$ cat src/rtl/exec_stage_md.sv
`default_nettype none
// ============================================================================
// exec_stage_md -- XLEN ALU + forwarding, iterative mul/div, E->M register
// Rev 1.0
// ============================================================================
module exec_stage_md #(
  parameter int XLEN  = 32,
  parameter int MD_EN = 1
) (
  input  logic            clk,
  input  logic            rst,
  input  logic            ValidE,
  input  logic            FlushE,
  input  logic [XLEN-1:0] RD1E,
  input  logic [XLEN-1:0] RD2E,
  input  logic [XLEN-1:0] PCE,
  input  logic [XLEN-1:0] ImmExtE,
  input  logic [XLEN-1:0] PCPlus4E,
  input  logic [4:0]      RdE,
  input  logic [XLEN-1:0] ResultW,
  input  logic [XLEN-1:0] ALUResultM_back,
  input  logic [1:0]      ForwardAE,
  input  logic [1:0]      ForwardBE,
  input  logic            ALUSrcE,
  input  logic [3:0]      ALUControlE,
  input  logic            MdE,
  input  logic [2:0]      MdOpE,
  output logic [XLEN-1:0] ALUResultM,
  output logic [XLEN-1:0] WriteDataM,
  output logic [XLEN-1:0] PCPlus4M,
  output logic [4:0]      RdM,
  output logic            ValidM,
  output logic [XLEN-1:0] PCTargetE,
  output logic            ZeroE,
  output logic            StallE
);

  localparam int SW = $clog2(XLEN);

  typedef enum logic [1:0] {
    S_IDLE = 2'd0,
    S_BUSY = 2'd1,
    S_DONE = 2'd2
  } state_t;

  state_t            state_q, state_d;
  logic [SW-1:0]     cnt_q, cnt_d;
  logic [2:0]        op_q, op_d;
  logic [4:0]        rd_q, rd_d;
  logic [XLEN-1:0]   pc4_q, pc4_d;
  logic [XLEN-1:0]   a_q, a_d;
  logic [XLEN-1:0]   b_q, b_d;
  logic [2*XLEN-1:0] acc_q, acc_d;

  logic [XLEN-1:0]   alu_m_q, alu_m_d;
  logic [XLEN-1:0]   wd_m_q, wd_m_d;
  logic [XLEN-1:0]   pc4_m_q, pc4_m_d;
  logic [4:0]        rd_m_q, rd_m_d;
  logic              valid_m_q, valid_m_d;

  logic [XLEN-1:0]   src_a, fwd_b, src_b, alu_res;
  logic [SW-1:0]     shamt;

  always_comb begin
    case (ForwardAE)
      2'b00:   src_a = RD1E;
      2'b01:   src_a = ResultW;
      2'b10:   src_a = ALUResultM_back;
      default: src_a = '0;
    endcase
    case (ForwardBE)
      2'b00:   fwd_b = RD2E;
      2'b01:   fwd_b = ResultW;
      2'b10:   fwd_b = ALUResultM_back;
      default: fwd_b = '0;
    endcase
  end

  assign src_b = ALUSrcE ? ImmExtE : fwd_b;
  assign shamt = src_b[SW-1:0];

  always_comb begin
    case (ALUControlE)
      4'd0:    alu_res = src_a + src_b;
      4'd1:    alu_res = src_a - src_b;
      4'd2:    alu_res = src_a & src_b;
      4'd3:    alu_res = src_a | src_b;
      4'd4:    alu_res = src_a ^ src_b;
      4'd5:    alu_res = {{(XLEN-1){1'b0}}, $signed(src_a) < $signed(src_b)};
      4'd6:    alu_res = {{(XLEN-1){1'b0}}, src_a < src_b};
      4'd7:    alu_res = src_a << shamt;
      4'd8:    alu_res = src_a >> shamt;
      4'd9:    alu_res = $unsigned($signed(src_a) >>> shamt);
      default: alu_res = '0;
    endcase
  end

  assign ZeroE     = (alu_res == '0);
  assign PCTargetE = PCE + ImmExtE;

  // Operand signedness: MULH, MULHSU, DIV, REM treat A as signed; MULH, DIV, REM treat B as signed.
  logic            md_start;
  logic            sa_in, sa_q, sb_q;
  logic            a_neg_in, a_neg, b_neg;
  logic [XLEN-1:0] a_mag_in, b_mag;

  assign md_start = (MD_EN != 0) && (state_q == S_IDLE) && ValidE && MdE && !FlushE;
  assign sa_in    = (MdOpE == 3'd1) || (MdOpE == 3'd2) || (MdOpE == 3'd4) || (MdOpE == 3'd6);
  assign sa_q     = (op_q == 3'd1) || (op_q == 3'd2) || (op_q == 3'd4) || (op_q == 3'd6);
  assign sb_q     = (op_q == 3'd1) || (op_q == 3'd4) || (op_q == 3'd6);
  assign a_neg_in = sa_in && src_a[XLEN-1];
  assign a_mag_in = a_neg_in ? -src_a : src_a;
  assign a_neg    = sa_q && a_q[XLEN-1];
  assign b_neg    = sb_q && b_q[XLEN-1];
  assign b_mag    = b_neg ? -b_q : b_q;

  // acc holds {partial-product high, multiplier} for mul, {remainder, quotient} for div.
  logic [XLEN:0]     mul_sum, div_diff;
  logic [2*XLEN-1:0] mul_next, div_next;

  assign mul_sum  = {1'b0, acc_q[2*XLEN-1:XLEN]} + (acc_q[0] ? {1'b0, b_mag} : {(XLEN+1){1'b0}});
  assign mul_next = {mul_sum, acc_q[XLEN-1:1]};
  assign div_diff = acc_q[2*XLEN-1:XLEN-1] - {1'b0, b_mag};
  assign div_next = div_diff[XLEN] ? {acc_q[2*XLEN-2:0], 1'b0}
                                   : {div_diff[XLEN-1:0], acc_q[XLEN-2:0], 1'b1};

  logic [2*XLEN-1:0] prod_fix;
  logic [XLEN-1:0]   quo_fix, rem_fix, md_res;
  logic              b_zero;

  assign prod_fix = (a_neg ^ b_neg) ? -acc_q : acc_q;
  assign quo_fix  = (a_neg ^ b_neg) ? -acc_q[XLEN-1:0] : acc_q[XLEN-1:0];
  assign rem_fix  = a_neg ? -acc_q[2*XLEN-1:XLEN] : acc_q[2*XLEN-1:XLEN];
  assign b_zero   = (b_q == '0);

  always_comb begin
    case (op_q)
      3'd0:        md_res = prod_fix[XLEN-1:0];
      3'd1, 3'd2,
      3'd3:        md_res = prod_fix[2*XLEN-1:XLEN];
      3'd4, 3'd5:  md_res = b_zero ? '1 : quo_fix;
      default:     md_res = b_zero ? a_q : rem_fix;
    endcase
  end

  always_comb begin
    state_d = state_q;
    cnt_d   = cnt_q;
    op_d    = op_q;
    rd_d    = rd_q;
    pc4_d   = pc4_q;
    a_d     = a_q;
    b_d     = b_q;
    acc_d   = acc_q;
    case (state_q)
      S_IDLE: begin
        if (md_start) begin
          state_d = S_BUSY;
          cnt_d   = SW'(XLEN-1);
          acc_d   = {{XLEN{1'b0}}, a_mag_in};
          a_d     = src_a;
          b_d     = fwd_b;
          op_d    = MdOpE;
          rd_d    = RdE;
          pc4_d   = PCPlus4E;
        end
      end
      S_BUSY: begin
        if (FlushE) begin
          state_d = S_IDLE;
        end else begin
          acc_d = op_q[2] ? div_next : mul_next;
          if (cnt_q == '0) state_d = S_DONE;
          else             cnt_d   = cnt_q - 1'b1;
        end
      end
      default: state_d = S_IDLE;
    endcase
  end

  always_comb begin
    alu_m_d   = alu_res;
    wd_m_d    = fwd_b;
    pc4_m_d   = PCPlus4E;
    valid_m_d = ValidE && !FlushE;
    rd_m_d    = (ValidE && !FlushE) ? RdE : 5'd0;
    if ((state_q == S_DONE && FlushE) || state_q == S_BUSY || md_start) begin
      alu_m_d   = '0;
      wd_m_d    = '0;
      pc4_m_d   = '0;
      valid_m_d = 1'b0;
      rd_m_d    = 5'd0;
    end else if (state_q == S_DONE) begin
      alu_m_d   = md_res;
      wd_m_d    = b_q;
      pc4_m_d   = pc4_q;
      valid_m_d = 1'b1;
      rd_m_d    = rd_q;
    end
  end

  assign StallE = md_start || (state_q == S_BUSY);

  always_ff @(posedge clk) begin
    if (!rst) begin
      state_q   <= S_IDLE;
      cnt_q     <= '0;
      op_q      <= '0;
      rd_q      <= '0;
      pc4_q     <= '0;
      a_q       <= '0;
      b_q       <= '0;
      acc_q     <= '0;
      alu_m_q   <= '0;
      wd_m_q    <= '0;
      pc4_m_q   <= '0;
      rd_m_q    <= '0;
      valid_m_q <= 1'b0;
    end else begin
      state_q   <= state_d;
      cnt_q     <= cnt_d;
      op_q      <= op_d;
      rd_q      <= rd_d;
      pc4_q     <= pc4_d;
      a_q       <= a_d;
      b_q       <= b_d;
      acc_q     <= acc_d;
      alu_m_q   <= alu_m_d;
      wd_m_q    <= wd_m_d;
      pc4_m_q   <= pc4_m_d;
      rd_m_q    <= rd_m_d;
      valid_m_q <= valid_m_d;
    end
  end

  assign ALUResultM = alu_m_q;
  assign WriteDataM = wd_m_q;
  assign PCPlus4M   = pc4_m_q;
  assign RdM        = rd_m_q;
  assign ValidM     = valid_m_q;

endmodule
`default_nettype wire

$ cat config.mk
export PLATFORM = sky130hd
export DESIGN_NAME = exec_stage_md
export DESIGN_NICKNAME = d
export VERILOG_FILES = /design/src/rtl/exec_stage_md.sv
export SDC_FILE = /design/constraint.sdc
export NUM_CORES = 2
export LEC_CHECK = 0
export CORE_MARGIN = 5
export CORE_UTILIZATION = 35
export CTS_BUF_LIST = sky130_fd_sc_hd__clkbuf_4 sky130_fd_sc_hd__clkbuf_8
export DETAILED_ROUTE_END_ITERATION = 16
export GPL_ROUTABILITY_DRIVEN = 1
export SLEW_MARGIN = 30
export SYNTH_ARGS = -nofsm -noshare
export SYNTH_HDL_FRONTEND = slang
export SYNTH_SLANG_ARGS = --single-unit
$ cat constraint.sdc
create_clock -name clk -period 7.6 [get_ports clk]
set_clock_uncertainty 0.2 [all_clocks]
set_input_delay 1.52 -clock clk [delete_from_list [all_inputs] [get_ports clk]]
set_output_delay 1.52 -clock clk [all_outputs]
set_load 0.05 [all_outputs]
==> metrics.csv <==
metric,value,unit
post-route-cell-area,42920,µm²
core_area,85010,µm²
drive_above_1_share,23.04,%
layout_common_cells,"buf_4, nor2_1, nand2_1",
insertion_delay,0.68,ns
pin_count,382,
cp_max_fo,3,
nNetsFinal,5674,
path_clk_slew,0.06,ns
totalWireLength,162100,µm
postCtsHoldBufs,0,
crit_slowest_cell,mux2i_4,
netlist_area,29960,µm²
synth-edff-count,0,
place_congestion,1.061,
grt-ovfl-total,0,
drv_slew,0,
nFillCells,8425,
rr_startpoint,b_q[7]$_SDFFE_PN0P_,
violations,setup timing,
synth-seq-area-share,18.51,%
post_synth.cell_area_avg,7.114,µm²
critical_path.most_common_cell,buf_4,
drc,0,
setup.worst_path.start_class,primary input,
hold_path.class,reg -> reg,
wire_per_inst,25.30,µm
yosysWarnings,0,
cp_data_arrival_time,8.49,ns
synth_top_area_share,18.51,%
ir_worst_vdd,0.1108,mV
cts_tree,yes,
worst_slew_pin_slew,1.063,ns
port_buffers,381,
post-route-worst-setup-slack,-0.6702,ns
antenna_found_initial,13,
netlist_top_cells_area,"dfxtp_1, ha_1, mux2i_1, nor2_1, a21oi_1",
die-area,91540,µm²
setup_tns,-1.831,ns
worstPathRequired,7.82,ns
cts_buffers,51,
die_x,302.6,µm
status,"complete, but fails checks",
cellPowerDensity,163.3,nW/µm²
vias_per_cell,5.823,
period_needed,8.270,ns
timing.rr.end,acc_q[33]$_SDFFE_PN0P_,
ys_ff_latch,277,
final_common_cell,buf_4,
die_h,302.6,µm
holdPathEnd,PCPlus4M[26]$_SDFF_PP0_,
num_rows,107,
postRouteAntennaNets,0,
numClockSinks,277,
period_share,108.8,%
grt_usage,33.71,%
first_pass_iters,8,
synth_nets,4663,
initial_core_util,35.24,%
synth_async_sr_flop_share,0,%
cts_root_buffer,clkbuf_8,
dp_hpwl,130500,µm
worstSetupPathType,in -> reg,
grt_pass1_vias,35160,
num_vias,37320,
yosysTopAreaCell,dfxtp_1,
end_kind,flop,
synthCells,4211,
critPathBufInv,51,
setup_violations,3,
grt_max_degree,80,
cap_violations,0,
timing.reg2reg.setup_slack,0.72,ns
max_stage_delay,0.27,ns
whs_path_depth,2,
worstHoldStart,pc4_q[26]$_SDFFE_PN0P_,
reg2reg_depth,21,
grt_pass1_wl,233900,µm
cts_max_path_buffers,3,
rsz0062_at_grt,true,
final-hold-violation-count,0,
fmax,120.9,MHz
post_dp_cell_area,40510,µm²
yosysUniqueCellTypes,94,
area_delta_synth_final,43.27,%
power_leakage,0.01843,µW
htreeDepth,2,
drt_iter0_drc,4339,
timing.slew.headroom,29.14,%
critPathTopFamily,buffers and inverters,
synthFlopType,dfxtp_1,
==> state kept, by name, indices dropped and copies added (netlist names), 32 cells and up <==
name / cells
b_q: 32
a_q: 32
pc4_q: 32
acc_q: 64
ALUResultM: 32
WriteDataM: 32
PCPlus4M: 32
==> timing repair <==
item                                    in CTS  in global routing
endpoints found under the setup margin       1                  3
endpoints found under the hold margin        0                  0
buffers inserted                            61                  6
pin swaps                                   35                 41
gates resized for setup                     91                 69
gates cloned                                 0                  0
==> worst register-to-register path: stages, from the launching register on <==
cell and delay [ns]:
dfxtp_1 0.36, nor3_1 0.24, nand2b_1 0.14, or4_1 0.45, or4_1 0.61, or3b_1 0.44
or4_1 0.50, o21ai_0 0.24, xor2_1 0.45, ha_1 0.38, nor2b_1 0.15, o21ai_0 0.14
nand2b_1 0.07, a21oi_1 0.27, nor2_1 0.08, a2111oi_0 0.65, o311ai_4 0.38, buf_4 0.36
nand2b_1 0.16, o211ai_1 0.09, o2111ai_1 0.17, a21oi_1 0.09
==> area by class of cell <==
| class | instances | area, µm² | area share, % |
|---|---|---|---|
| clock buffers | 71 | 895.9 | 2.087 |
| flip-flops and latches | 277 | 5547 | 12.92 |
| multi-input cells | 3482 | 23450 | 54.64 |
| inverters | 149 | 563.0 | 1.312 |
| well taps | 1144 | 1431 | 3.335 |
| repair buffers | 1261 | 10680 | 24.88 |
| diodes | 10 | 25.02 | 0.05831 |
| clock inverters | 15 | 327.8 | 0.7638 |
==> routing by layer <==
metal / vias up / share of wire, % / global-route usage [%]
met3: 411 / 8.1 / 5.968
met1: 17780 / 41 / 43.77
met4: 4 / 6.6 / 17.90
li1: 17390 / - / -
met2: 1731 / 44 / 53.42
met5: - / 0.015 / 0
==> through the flow <==
step	total power, µW	utilization (%)	setup WS [ns]	cells	hold WS [ns]
6_report	7008	50.48	-0.6702	6409	0.2517
5_1_grt	7291	50.48	-0.6973	6408	0.2705
4_1_cts	6905	50.03	-0.5179	6394	0.2539
3_5_place_dp	5038	47.65	-1.264	6249	0.2450
3_3_place_gp	5040	47.65	-1.212	6249	0.2385
2_1_floorplan	3363	-	-0.3656	4211	0.2321
==> how the worst max path moves through the flow <==
| stage | slack, ns | depth (start not counted) | to | startpoint |
|---|---|---|---|---|
| floorplan | -0.37 | 22 | ZeroE | ForwardBE[1] |
| global placement | -1.21 | 22 | ZeroE | ForwardBE[0] |
| detailed placement | -1.26 | 23 | ZeroE | ForwardBE[0] |
| CTS | -0.52 | 22 | ZeroE | ForwardBE[1] |
| global route | -0.70 | 20 | ZeroE | ForwardBE[1] |
| finish | -0.67 | 55 | WriteDataM[7]$_SDFF_PP0_ | ForwardBE[1] |
==> logic make-up after synthesis <==
| kind of cell | Yosys count | synth area share, % |
|---|---|---|
| buffers and inverters | 452 | 5.868 |
| adders and majority gates | 206 | 8.729 |
| DFF | 277 | 18.51 |
| and+or+nand+nor | 1393 | 20.69 |
| muxes | 253 | 8.767 |
| xor gates and xnor gates | 242 | 7.075 |
| AOI/OAI and AO/OA | 1388 | 30.36 |
==> synth_stat cells (15+ instances only) <==
master / count
nand3_1: 63
xnor2_1: 154
o21bai_1: 29
nor2b_1: 26
o22ai_1: 56
nor4_1: 27
inv_1: 127
o41ai_1: 15
o21a_1: 21
and3_1: 16
xor2_1: 88
and2_1: 18
o21ai_0: 219
mux2i_1: 211
a22oi_1: 37
o211ai_1: 45
inv_2: 16
clkbuf_1: 248
o221ai_1: 33
nor2_1: 542
or3_1: 28
nand4_1: 16
ha_1: 201
nand2b_1: 34
buf_2: 27
buf_1: 23
or2_2: 16
o31ai_1: 37
a31oi_1: 39
nand2_1: 415
a211oi_1: 188
a221oi_1: 29
nor3_1: 136
a21o_1: 78
mux2_2: 33
o21ai_1: 16
a21oi_1: 392
dfxtp_1: 277
==> power breakdown <==
| part | internal [µW] | switching, µW |
|---|---|---|
| Clock | 1070 | 698 |
| Sequential | 1540 | 60.8 |
| Combinational | 1530 | 2110 |
No activity file was read; power rests on OpenSTA's default activity.
